===== src/rtl/logic_cluster_pkg.sv =====
// Shared definitions for the logic cluster: cell config layout, config FSM states,
// and the word-count helper used to size the configuration stream.
package logic_cluster_pkg;

    localparam int CFG_BITS     = 18;
    localparam int TT_LSB       = 0;
    localparam int TT_MSB       = 15;
    localparam int CARRY_EN_BIT = 16;
    localparam int RSVD_BIT     = 17;

    typedef enum logic [1:0] {
        IDLE     = 2'd0,
        LOAD     = 2'd1,
        COMMIT   = 2'd2,
        READBACK = 2'd3
    } cfg_state_e;

    // Stream words needed to carry every cell's config bits.
    function automatic int nwords(input int cells, input int word_w);
        return (cells * CFG_BITS + word_w - 1) / word_w;
    endfunction

endpackage


===== src/rtl/logic_cell_slice.sv =====
// One logic cell: LUT4 with optional carry substitution on I2, ripple carry
// generate, D-source mux and a flop with reset/set/enable priority.
module logic_cell_slice
    import logic_cluster_pkg::*;
(
    input  logic                clk_i,
    input  logic                rst_ni,
    input  logic [CFG_BITS-1:0] cfg_i,
    input  logic [3:0]          li_i,
    input  logic                cin_i,
    input  logic                cds_i,
    input  logic                qdi_i,
    input  logic                qen_i,
    input  logic                qst_i,
    input  logic                uqst_i,
    input  logic                qsts_i,
    input  logic                uqrt_i,
    output logic                fz_o,
    output logic                qz_o,
    output logic                co_o
);

    logic [TT_MSB-TT_LSB:0] tt;
    logic                   carry_en;
    logic [3:0]             lut_idx;
    logic                   set_sel;
    logic                   d_sel;
    logic                   qz_q, qz_d;
    // Reserved config bit is carried through the cluster but has no function here.
    logic                   unused_rsvd;

    assign tt          = cfg_i[TT_MSB:TT_LSB];
    assign carry_en    = cfg_i[CARRY_EN_BIT];
    assign unused_rsvd = cfg_i[RSVD_BIT];

    // With carry enabled the incoming carry replaces I2 in the LUT address.
    assign lut_idx = {li_i[3], carry_en ? cin_i : li_i[2], li_i[1], li_i[0]};
    assign fz_o    = tt[lut_idx];
    assign co_o    = carry_en & ((li_i[0] & li_i[1]) | (li_i[0] & cin_i) | (li_i[1] & cin_i));

    assign set_sel = qsts_i ? uqst_i : qst_i;
    assign d_sel   = cds_i ? qdi_i : fz_o;

    // Flop next state: user reset beats set, set beats enabled load, else hold.
    always_comb begin
        qz_d = qz_q;
        if (uqrt_i)       qz_d = 1'b0;
        else if (set_sel) qz_d = 1'b1;
        else if (qen_i)   qz_d = d_sel;
    end

    // Cell flop with synchronous cluster reset.
    always_ff @(posedge clk_i) begin
        if (!rst_ni) qz_q <= 1'b0;
        else         qz_q <= qz_d;
    end

    assign qz_o = qz_q;

endmodule


===== src/rtl/logic_cluster_cfg.sv =====
// Parametrised LUT4+FF logic cluster with ripple carry and a runtime config loader.
// Config words stream into a shadow register and are committed atomically.
// Optional build macro CLUSTER_CFG_READBACK_EN adds a readback stream of the active config.
module logic_cluster_cfg #(
    parameter int NUM_CELLS = 8,
    parameter int CFG_W     = 16,
    parameter int CFG_BITS  = logic_cluster_pkg::CFG_BITS
) (
    input  logic                   QCK,
    input  logic                   QRT,
    input  logic [4*NUM_CELLS-1:0] LI,
    input  logic                   CI,
    input  logic [NUM_CELLS-1:0]   CDS,
    input  logic [NUM_CELLS-1:0]   QDI,
    input  logic [NUM_CELLS-1:0]   QEN,
    input  logic                   QST,
    input  logic [NUM_CELLS-1:0]   UQST,
    input  logic [NUM_CELLS-1:0]   QSTS,
    input  logic [NUM_CELLS-1:0]   UQRT,
    input  logic                   cfg_start,
    input  logic                   cfg_valid,
    input  logic [CFG_W-1:0]       cfg_data,
    output logic                   cfg_ready,
    output logic                   cfg_done,
`ifdef CLUSTER_CFG_READBACK_EN
    input  logic                   rb_start,
    output logic [CFG_W-1:0]       rb_data,
    output logic                   rb_valid,
`endif
    output logic [NUM_CELLS-1:0]   FZ,
    output logic [NUM_CELLS-1:0]   QZ,
    output logic                   CO
);
    import logic_cluster_pkg::*;

    localparam int NWORDS = nwords(NUM_CELLS, CFG_W);
    localparam int TOT_W  = NUM_CELLS * CFG_BITS;
    localparam int CNT_W  = (NWORDS > 1) ? $clog2(NWORDS) : 1;
    localparam logic [CNT_W-1:0] LAST = CNT_W'(NWORDS - 1);

    cfg_state_e       state_q, state_d;
    logic [CNT_W-1:0] cnt_q, cnt_d;
    logic [TOT_W-1:0] shadow_q, shadow_d;
    logic [TOT_W-1:0] active_q, active_d;
    logic [NUM_CELLS:0] carry;

    // Config FSM state register.
    always_ff @(posedge QCK) begin
        if (!QRT) state_q <= IDLE;
        else      state_q <= state_d;
    end

    // Config FSM next state; start requests only honoured from IDLE.
    always_comb begin
        state_d = state_q;
        case (state_q)
            IDLE: begin
                if (cfg_start) state_d = LOAD;
`ifdef CLUSTER_CFG_READBACK_EN
                else if (rb_start) state_d = READBACK;
`endif
            end
            LOAD:     if (cfg_valid && (cnt_q == LAST)) state_d = COMMIT;
            COMMIT:   state_d = IDLE;
`ifdef CLUSTER_CFG_READBACK_EN
            READBACK: if (cnt_q == LAST) state_d = IDLE;
`endif
            default:  state_d = IDLE;
        endcase
    end

    // Config FSM outputs, decoded from the current state.
    always_comb begin
        cfg_ready = (state_q == LOAD);
        cfg_done  = (state_q == COMMIT);
`ifdef CLUSTER_CFG_READBACK_EN
        rb_valid  = (state_q == READBACK);
`endif
    end

    // Word counter, shadow capture and commit into the active config.
    always_comb begin
        cnt_d    = '0;
        shadow_d = shadow_q;
        active_d = active_q;
        case (state_q)
            LOAD: begin
                cnt_d = cnt_q;
                if (cfg_valid) begin
                    cnt_d = cnt_q + CNT_W'(1);
                    // Bits past the last cell in the final word have nowhere to go.
                    for (int b = 0; b < TOT_W; b++) begin
                        if (CNT_W'(b / CFG_W) == cnt_q) shadow_d[b] = cfg_data[b % CFG_W];
                    end
                end
            end
            COMMIT:   active_d = shadow_q;
`ifdef CLUSTER_CFG_READBACK_EN
            READBACK: cnt_d = cnt_q + CNT_W'(1);
`endif
            default: ;
        endcase
    end

    // Config datapath registers; reset clears both images so the cluster outputs 0.
    always_ff @(posedge QCK) begin
        if (!QRT) begin
            cnt_q    <= '0;
            shadow_q <= '0;
            active_q <= '0;
        end else begin
            cnt_q    <= cnt_d;
            shadow_q <= shadow_d;
            active_q <= active_d;
        end
    end

`ifdef CLUSTER_CFG_READBACK_EN
    localparam int PAD_W = NWORDS * CFG_W;
    logic [PAD_W-1:0] rb_pad;

    // Zero-extend so the unused top of the final word reads back as 0.
    assign rb_pad = PAD_W'(active_q);

    // Readback word selected by the shared word counter.
    always_comb begin
        rb_data = '0;
        if (state_q == READBACK) rb_data = rb_pad[int'(cnt_q) * CFG_W +: CFG_W];
    end
`endif

    assign carry[0] = CI;
    assign CO       = carry[NUM_CELLS];

    for (genvar i = 0; i < NUM_CELLS; i++) begin : g_cell
        logic_cell_slice u_cell (
            .clk_i  (QCK),
            .rst_ni (QRT),
            .cfg_i  (active_q[i*CFG_BITS +: CFG_BITS]),
            .li_i   (LI[4*i +: 4]),
            .cin_i  (carry[i]),
            .cds_i  (CDS[i]),
            .qdi_i  (QDI[i]),
            .qen_i  (QEN[i]),
            .qst_i  (QST),
            .uqst_i (UQST[i]),
            .qsts_i (QSTS[i]),
            .uqrt_i (UQRT[i]),
            .fz_o   (FZ[i]),
            .qz_o   (QZ[i]),
            .co_o   (carry[i+1])
        );
    end

endmodule


===== config.mk =====
export PLATFORM = sky130hd
export DESIGN_NAME = logic_cluster_cfg
export DESIGN_NICKNAME = d
export VERILOG_FILES = /design/src/rtl/logic_cluster_pkg.sv /design/src/rtl/logic_cell_slice.sv /design/src/rtl/logic_cluster_cfg.sv
export SDC_FILE = /design/constraint.sdc
export NUM_CORES = 1
export LEC_CHECK = 0
export ABC_AREA = 1
export BUFFER_PORTS_ARGS = -buffer_cell sky130_fd_sc_hd__buf_2
export CAP_MARGIN = 20
export CORE_MARGIN = 4
export CORE_UTILIZATION = 35
export CTS_CLUSTER_DIAMETER = 150
export CTS_CLUSTER_SIZE = 10
export DETAILED_ROUTE_END_ITERATION = 7
export HOLD_SLACK_MARGIN = 0.03
export PLACE_DENSITY = 0.54
export SLEW_MARGIN = 30
export SYNTH_ARGS = -nofsm -noshare
export SYNTH_HDL_FRONTEND = slang
export SYNTH_SLANG_ARGS = --single-unit

===== constraint.sdc =====
create_clock -name QCK -period 5.1 [get_ports QCK]
set_input_delay 0.51 -clock QCK [delete_from_list [all_inputs] [get_ports QCK]]
set_output_delay 0.51 -clock QCK [all_outputs]
set_load 0.005 [all_outputs]

==> impl_metrics.json <==
{
  "worst_ep_required_time_ns": 4.59,
  "combinationalPowerShare_pct": 5.7,
  "synth_fp_nets": 1708,
  "timing.clock.skew_ns": 0.0108,
  "detail-route-antenna-nets": 0,
  "avgRoutedWirePerCell_microns": 16.1,
  "maximum_root_to_sink_buffer_count": 3,
  "vias_per_cell": 4.97,
  "critical_path_class": "reg2out",
  "clockRootBuffer": "sky130_fd_sc_hd__clkbuf_16",
  "synth_top_cells_by_area": "sky130_fd_sc_hd__dfxtp_1 (49%), sky130_fd_sc_hd__nor2_1 (18%), sky130_fd_sc_hd__o21ai_0 (14%), sky130_fd_sc_hd__clkbuf_1 (2.4%), sky130_fd_sc_hd__inv_1 (2.3%)",
  "layout.nets": 1760,
  "syn_to_final_growth_pct": 14.3,
  "number_of_enable_type_register_cells_in_the_synthesized_netlist": 0,
  "status": "finished, final reports clean",
  "synth_top_area_cell": "sky130_fd_sc_hd__dfxtp_1",
  "clock_power_share_pct": 46.5,
  "post_synth_inst_count": 1602,
  "finalHoldViolCount": 0,
  "internal-power_mw": 3.66,
  "finalSetupViolCount": 0,
  "finalSetupTns_ns": 0,
  "clock.fmax_mhz": 324,
  "cts_post_setup_buffers_inserted": 0,
  "post-place-ws_ns": 2.19,
  "wire_length_of_the_first_global_routing_pass_microns": 53200,
  "switching_power_mw": 1.06,
  "hp-class": "in2reg",
  "synth_cell_types": 39,
  "avgSynthCellArea_sq_um": 7.31,
  "drtPass1Iterations": 5,
  "grt_start_max_net_pins": 104,
  "seq_power_share_pct": 47.9,
  "antenna_found_initial": 1,
  "core_outline_area_sq_mm": 0.0328,
  "switching_share_pct": 22.4,
  "clock_tree.htree_level_count": 2,
  "layout.area.seq_sq_mm": 0.00573,
  "max-vdd-ir-drop_mv": 0.208,
  "routed-via-count": 10400,
  "synthMostInstantiatedCell": "sky130_fd_sc_hd__nor2_1",
  "placementRows": 66,
  "cts-buffers-inserted": 34,
  "critPathMaxFanout": 81,
  "die_width_microns": 191,
  "num-fill-cells": 3430,
  "final-max-slew-violation-count": 0,
  "crit_path_end_kind": "output port",
  "post-synth-top-area-fraction_pct": 48.9,
  "cts_sinks": 286,
  "num_antenna_cells": 0,
  "yosysWarningCount": 0,
  "postRouteWirelength_microns": 33800,
  "initial_standard_cell_utilization_of_the_core_pct": 35.7,
  "cts_hold_buf": 0,
  "dp_hpwl_microns": 20800,
  "worst-slew-pin-transition_ns": 0.894,
  "clkLatencyLatePin_ns": 0.50,
  "synthesis.area_sq_mm": 0.0117,
  "initialDrtViolationCount": 741,
  "final_min_period_over_clock_period_pct": 60.5,
  "netlist_top_cells_count": "sky130_fd_sc_hd__nor2_1 (573), sky130_fd_sc_hd__o21ai_0 (318), sky130_fd_sc_hd__dfxtp_1 (286)",
  "postSynthRegisterBits": 286,
  "die_height_microns": 191,
  "timing.max_slew.rel_slack_pct": 40.2,
  "max-cap-violations": 0,
  "post_route_cells_drive_above_1_share_pct": 12.3,
  "dominantRegCellSynth": "sky130_fd_sc_hd__dfxtp_1",
  "p_leak_nw": 6.05,
  "grt_overflow_total": 0,
  "worst_setup_path_start_kind": "flip-flop",
  "final_critical_path_setup_slack_ns": 2.01,
  "cts.clk_slew.worst_paths_ns": 0.06,
  "ys_seq_area_share_pct": 48.9,
  "io_pins": 121,
  "port_buffers": 120,
  "tritoncts_clock_tree": "built",
  "die_area_sq_mm": 0.0364,
  "final_period_minus_worst_setup_slack_ns": 3.09,
  "grt_pass1_vias": 9860,
  "grt.total_usage_pct": 18.1,
  "power_per_standard_cell_area_mw_per_mm2": 352,
  "post_cts.resized_instances": 0,
  "gp_congestion": 0.824,
  "postSynth.asyncResetShare_pct": 0,
  "rsz_0062_raised_after_global_routing": "no",
  "multi_input_area_sq_mm": 0.00517,
  "arrival_ns": 2.58,
  "drc": 0
}
[cells in the final DEF, fill, tap and decap left out, types with 3 or more instances in the layout]
master	count
sky130_fd_sc_hd__nand3_2	6
sky130_fd_sc_hd__a211oi_1	4
sky130_fd_sc_hd__nor2_1	572
sky130_fd_sc_hd__or2_2	4
sky130_fd_sc_hd__a21oi_1	48
sky130_fd_sc_hd__nor3_1	8
sky130_fd_sc_hd__a32o_1	8
sky130_fd_sc_hd__mux2i_1	12
sky130_fd_sc_hd__buf_4	11
sky130_fd_sc_hd__o21ai_0	318
sky130_fd_sc_hd__inv_1	71
sky130_fd_sc_hd__nand3_1	3
sky130_fd_sc_hd__o21ai_1	10
sky130_fd_sc_hd__buf_2	119
sky130_fd_sc_hd__dfxtp_1	286
sky130_fd_sc_hd__o211ai_1	9
sky130_fd_sc_hd__clkbuf_16	37
sky130_fd_sc_hd__a221oi_1	6
sky130_fd_sc_hd__ha_1	4
sky130_fd_sc_hd__o221ai_1	5
sky130_fd_sc_hd__nand2_2	13
sky130_fd_sc_hd__o22ai_1	6
sky130_fd_sc_hd__nand2_1	70
[final timing paths]
path         cells past startpoint               endpoint    startpoint  slack [ns]
min                              2  g_cell[3].u_cell.qz_o       UQRT[3]        0.16
max                              3               cfg_done    state_q[0]        2.01
min reg2reg                      2           active_q[27]  active_q[27]        0.46
max reg2reg                      5          active_q[142]    state_q[0]        2.67
[kinds of logic (layout without fill, tap and decap cells)]
group | after synthesis | after routing | synth area share [%]
buffers and inverters | 190 | 244 | 7.06
flip-flops | 286 | 286 | 48.9
AO/OA/AOI/OAI | 428 | 428 | 19.8
multiplexers | 12 | 12 | 1.03
adder cells (fa/ha/maj) | 4 | 4 | 0.428
AND/OR/NAND/NOR | 682 | 682 | 22.8
[stage by stage]
| step | hold WS [ns] | total power [mW] | util (%) | std cells | instance area, sq um |
|---|---|---|---|---|---|
| detailed placement | 0.458 | 2.57 | 37.9 | 2060 | 12400 |
| finish | 0.160 | 4.72 | 40.8 | 2098 | 13400 |
| global route | 0.148 | 4.89 | 40.8 | 2098 | 13400 |
| global placement | 0.454 | 2.57 | 37.9 | 2060 | 12400 |
| CTS | 0.136 | 4.78 | 40.8 | 2098 | 13400 |
| floorplan | 0.430 | 2.47 | - | 1602 | 11700 |
[metal layers]
layer,vias up,track usage (%),routed length (microns)
li1,5299,-,-
met1,4865,27.1,17100
met2,228,27.9,14500
met3,38,2.63,1710
met4,0,3.98,552
met5,-,0,0
[registers in the layout, summed over array words and instances (netlist names)]
register and flops:
shadow_q 136, cnt_q 4, active_q 136, state_q 2, g_cell.u_cell.qz_o 8
[layout make-up]
| type | count | share of cell area (%) |
|---|---|---|
| clock buffer | 37 | 6.92 |
| clock inverter | 1 | 0.224 |
| inverter | 75 | 2.14 |
| multi-input combinational | 1126 | 38.6 |
| sequential | 286 | 42.8 |
| tap | 442 | 4.13 |
| timing repair buffer | 131 | 5.15 |
[critical path: stages (launching register included)]
cell	delay (ns)
sky130_fd_sc_hd__dfxtp_1	0.35
sky130_fd_sc_hd__nor2_4	0.71
sky130_fd_sc_hd__buf_4	0.75
sky130_fd_sc_hd__buf_2	0.25
[power by group through the flow]
stage / clock network [mW] / logic, mW / registers [mW]
2_1_floorplan: 0 / 0.162 / 2.30
3_3_place_gp: 0 / 0.264 / 2.31
3_5_place_dp: 0 / 0.269 / 2.31
4_1_cts: 2.25 / 0.270 / 2.26
5_1_grt: 2.33 / 0.297 / 2.26
6_report: 2.19 / 0.267 / 2.26
No activity file was read; power rests on OpenSTA's default activity.
